$ cat src/rtl/sub_serial_pkg.sv
// Shared state encodings and sizing helper for the digit-serial subtract blocks.
// Reused by later subtract/ALU controllers that follow the same IDLE/RUN/DONE handshake.
package sub_serial_pkg;

  typedef enum logic [1:0] {
    SUB_IDLE = 2'd0,
    SUB_RUN  = 2'd1,
    SUB_DONE = 2'd2
  } sub_state_e;

  // Counter width for n digit steps; a single-step operation still needs one bit.
  function automatic int cnt_width(input int n);
    if (n <= 1) return 1;
    return $clog2(n);
  endfunction

endpackage

$ cat src/rtl/sub_digit.sv
// Combinational digit subtractor: o_d = i_x - i_y - i_bi, with borrow out.
// With SUB_OVF_EN defined it also exports the borrow into the top bit of the digit.
module sub_digit
  import sub_serial_pkg::*;
#(
  parameter int DIGIT = 2
) (
  input  logic [DIGIT-1:0] i_x,
  input  logic [DIGIT-1:0] i_y,
  input  logic             i_bi,
  output logic [DIGIT-1:0] o_d,
  output logic             o_bo
`ifdef SUB_OVF_EN
  ,
  output logic             o_bt
`endif
);

  logic [DIGIT:0] w_full;

  assign w_full = {1'b0, i_x} - {1'b0, i_y} - {{DIGIT{1'b0}}, i_bi};
  assign o_d    = w_full[DIGIT-1:0];
  assign o_bo   = w_full[DIGIT];

`ifdef SUB_OVF_EN
  // Top result bit is x^y^borrow_in, so the incoming borrow falls out of the sum bit.
  assign o_bt = w_full[DIGIT-1] ^ i_x[DIGIT-1] ^ i_y[DIGIT-1];
`endif

endmodule

$ cat src/rtl/sub_serial.sv
// Digit-serial subtractor diff = a - b - bin, DIGIT bits per clock, LSB digit first.
// Optional signed overflow output is built only when SUB_OVF_EN is defined.
module sub_serial
  import sub_serial_pkg::*;
#(
  parameter int WIDTH = 8,
  parameter int DIGIT = 2
) (
  input  logic             clk,
  input  logic             rst,
  input  logic             start,
  input  logic [WIDTH-1:0] a,
  input  logic [WIDTH-1:0] b,
  input  logic             bin,
  output logic             busy,
  output logic             done,
  output logic [WIDTH-1:0] diff,
  output logic             bout
`ifdef SUB_OVF_EN
  ,
  output logic             ovf
`endif
);

  localparam int N  = WIDTH / DIGIT;
  localparam int CW = cnt_width(N);

  sub_state_e       r_state, w_state_nxt;
  logic [WIDTH-1:0] r_a, r_b, r_res, r_diff;
  logic             r_borrow, r_bout;
  logic [CW-1:0]    r_cnt;
  logic             w_accept, w_last, w_bo;
  logic [DIGIT-1:0] w_d;
  logic [WIDTH-1:0] w_res_nxt;
`ifdef SUB_OVF_EN
  logic             w_bt, r_ovf;
`endif

  assign w_accept = start && (r_state == SUB_IDLE || r_state == SUB_DONE);
  assign w_last   = (r_cnt == CW'(N - 1));

  sub_digit #(.DIGIT(DIGIT)) u_digit (
    .i_x  (r_a[DIGIT-1:0]),
    .i_y  (r_b[DIGIT-1:0]),
    .i_bi (r_borrow),
    .o_d  (w_d),
    .o_bo (w_bo)
`ifdef SUB_OVF_EN
    ,
    .o_bt (w_bt)
`endif
  );

  // New digit enters at the MSB end; after N steps the LSB digit has reached bit 0.
  assign w_res_nxt = (r_res >> DIGIT) | (WIDTH'(w_d) << (WIDTH - DIGIT));

  always_ff @(posedge clk) begin
    if (rst) r_state <= SUB_IDLE;
    else     r_state <= w_state_nxt;
  end

  always_comb begin
    w_state_nxt = r_state;
    case (r_state)
      SUB_IDLE: if (start) w_state_nxt = SUB_RUN;
      SUB_RUN:  if (w_last) w_state_nxt = SUB_DONE;
      SUB_DONE: w_state_nxt = start ? SUB_RUN : SUB_IDLE;
      default:  w_state_nxt = SUB_IDLE;
    endcase
  end

  always_ff @(posedge clk) begin
    if (rst) begin
      r_a      <= '0;
      r_b      <= '0;
      r_res    <= '0;
      r_diff   <= '0;
      r_borrow <= 1'b0;
      r_bout   <= 1'b0;
      r_cnt    <= '0;
`ifdef SUB_OVF_EN
      r_ovf    <= 1'b0;
`endif
    end else if (w_accept) begin
      r_a      <= a;
      r_b      <= b;
      r_borrow <= bin;
      r_cnt    <= '0;
    end else if (r_state == SUB_RUN) begin
      r_a      <= r_a >> DIGIT;
      r_b      <= r_b >> DIGIT;
      r_borrow <= w_bo;
      r_res    <= w_res_nxt;
      r_cnt    <= r_cnt + CW'(1);
      if (w_last) begin
        r_diff <= w_res_nxt;
        r_bout <= w_bo;
`ifdef SUB_OVF_EN
        r_ovf  <= w_bt ^ w_bo;
`endif
      end
    end
  end

  assign busy = (r_state == SUB_RUN);
  assign done = (r_state == SUB_DONE);
  assign diff = r_diff;
  assign bout = r_bout;
`ifdef SUB_OVF_EN
  assign ovf  = r_ovf;
`endif

endmodule

$ cat config.mk
export PLATFORM = sky130hd
export DESIGN_NAME = sub_serial
export DESIGN_NICKNAME = d
export VERILOG_FILES = /design/src/rtl/sub_serial_pkg.sv /design/src/rtl/sub_digit.sv /design/src/rtl/sub_serial.sv
export SDC_FILE = /design/constraint.sdc
export NUM_CORES = 1
export LEC_CHECK = 0
export BUFFER_PORTS_ARGS = -buffer_cell sky130_fd_sc_hd__buf_4
export CAP_MARGIN = 20
export CORE_MARGIN = 2
export CORE_UTILIZATION = 52
export CTS_CLUSTER_DIAMETER = 200
export DETAILED_ROUTE_END_ITERATION = 6
export PLACE_DENSITY = 0.82
export SYNTH_ARGS = -nofsm -noshare
export SYNTH_HDL_FRONTEND = slang
export SYNTH_HIERARCHICAL = 1
export SYNTH_SLANG_ARGS = --single-unit
$ cat constraint.sdc
create_clock -name clk -period 2 [get_ports clk]
set_input_delay 0.2 -clock clk [delete_from_list [all_inputs] [get_ports clk]]
set_output_delay 0.2 -clock clk [all_outputs]
set_load 0.05 [all_outputs]
==> impl_results.md <==
- Mean area per synthesized cell: 8.56 µm²
- WL/cell: 13.4 µm
- Worst Path Class, Setup: register to output port
- FF+latch count, synth: 36
- Post-Syn Instances: 172
- CTS Buf Count: 5
- Worst Clk Skew: 0.00536 ns
- Die width: 57.2 µm
- Initial antenna violation count: 0
- Post-Syn Area: 1470 µm²
- Slew @ Worst Pin: 0.528 ns
- ANT nets after route: 0
- Chip height: 57.2 µm
- Post-synth EDFFs: 0
- ANT cells: 0
- CTS resizes: 0
- Yosys warns: 6
- CORE AREA: 2730 µm²
- First-pass GRT wire length: 5310 µm
- Detailed Route WL: 3090 µm
- CP startpoint kind: register
- Pin count of the biggest net entering global routing: 37
- Initial DRC Count: 44
- Rows: 19
- Worst vdd ir: 0.528 mV
- # DRC: 0
- Top_reg_cell synth: dfxtp_1
- Sequential cell area: 721 µm²
- Pins Over Slew Limit: 0
- Crit path required time: 1.80 ns
- Most area-consuming cells after synthesis: dfxtp_1 49%, nand2_1 9.4%, a21oi_1 7.1%
- Ports: 31
- Clock buffer depth: 2
- Area Overhead vs Synth: 19.1%
- TritonCTS clock tree: built
- Total negative setup slack: 0 ns
- Leading cell types in the layout, fill and taps excluded: 37 x nand2_1, 36 x dfxtp_1, 34 x buf_4, 21 x a21oi_1, 15 x nand3_1
- Fin crit period: 1.75 ns
- Clock latency on the worst-skew pair: 0.35 ns
- Routability cong.: 0.768
- Final period utilization: 0.877
- Clock Root Buffer: clkbuf_4
- Worst Path Max Fanout: 33
- # fillers: 246
- Via count: 1289
- Pre-antenna DRT Iters: 4
- Cell taking the most area after synthesis: dfxtp_1
- Final Hold Fails: 0
- Total grt overflow: 0
- Multi-input logic area: 656 µm²
- Initial Util: 0.539
- Count of input and output buffers: 30
- Postcts setup bufs: 0
- Maximum capacitance violations: 0
- # setup viols final: 0
- Crit path arrival time: 1.55 ns
- Max Clock Freq: 570 MHz
- Asr flop ratio synth: 0
- HPWL Detailed: 2130 µm
- CTS clk-pin slew, worst paths: 0.11 ns
- Layout cell share with drive strength beyond 1: 0.240
- Net count, final: 222
- Cell variety after synth: 26
- Die ar.: 3270 µm²
- Vias in the first global route: 1263
- H-tree depth: 2
- Hold Path Class: input port to register
- Tot GR Track Use: 0.212
- Critical path endpoint category: output port
- Hold buffer count at CTS: 0
- Post-synthesis sequential area ratio: 0.489
- Post-synth top area share: 0.489
- Mapped Nets: 195
- Relative slew slack: 0.648
- Via density: 5.58
- Clock sinks: 36
- Utilization after layout: 0.642
- PwrDens: 791 nW/µm²
- Status: finished clean
- RSZ-0062 raised after global routing: no
- Leakage: 0.690 nW
- Commonest non-fill, non-tap cell in the layout: nand2_1
[synth_stat cells (all sizes together), types with 3 or more instances]
master,n
nand3,15
dfxtp,36
buf,10
a22oi,4
clkbuf,4
a21oi,21
inv,6
a311oi,7
nor3,8
mux2i,3
nand2,37
nor2,9
[kinds of logic after synthesis]
| kind of cell | Yosys count | synth area share |
|---|---|---|
| simple gates | 74 | 0.219 |
| flops | 36 | 0.489 |
| compound gates | 35 | 0.164 |
| buf+inv | 20 | 0.0654 |
| mux | 3 | 0.0204 |
| fa+ha+maj | 3 | 0.0357 |
| xor+xnor | 1 | 0.00595 |
[power by group]
group / switching [mW] / leakage, nW / total [mW] / internal (mW)
clock network: 0.245 / 0.0380 / 0.412 / 0.167
logic: 0.116 / 0.358 / 0.200 / 0.0841
registers: 0.0222 / 0.294 / 0.776 / 0.754
[flip-flops by register name, indices dropped and copies added (netlist names)]
signal    count
r_state       2
diff          8
r_borrow      1
r_res         6
r_cnt         2
r_b           8
bout          1
r_a           8
[per-stage QoR]
| step | setup WS [ns] | instances | hold WS (ns) | area, µm² | total power [mW] |
|---|---|---|---|---|---|
| after CTS | 0.221 | 231 | 0.0852 | 1750 | 1.40 |
| after global placement | 0.478 | 223 | 0.444 | 1690 | 0.978 |
| after floorplan | 0.507 | 172 | 0.336 | 1470 | 0.934 |
| after global routing | 0.125 | 231 | 0.109 | 1750 | 1.45 |
| final | 0.246 | 231 | 0.0896 | 1750 | 1.39 |
| after detailed placement | 0.410 | 223 | 0.449 | 1690 | 0.991 |
[critical path, cell delays in order, from the launching register on]
cell and delay, ns:
dfxtp_1 0.33, nand2b_2 0.18, inv_2 0.40, buf_4 0.30
[final cells by class]
type	instances	share of cell area
clock buffers	6	0.0292
inverters	6	0.0128
clock inverters	2	0.00571
flip-flops and latches	36	0.411
repair buffers	34	0.146
well taps	31	0.0221
multi-input cells	116	0.374
[metal layers]
layer / wire (µm) / part of all wire / GRT usage
met2: 1570 / 0.51 / 0.376
met1: 1290 / 0.42 / 0.231
met5: 0 / 0 / 0
met4: 52 / 0.017 / 0.103
met3: 173 / 0.056 / 0.0590
[worst paths after layout]
check | start | end | slack [ns] | cells after the start
worst max-delay path | r_state[1] | busy | 0.25 | 3
worst min-delay path | a[6] | r_a[6] | 0.09 | 3
worst max register to register | r_b[0] | diff[7] | 0.39 | 7
worst min register to register | diff[4] | diff[4] | 0.46 | 2
No activity file was read; power rests on OpenSTA's default activity.
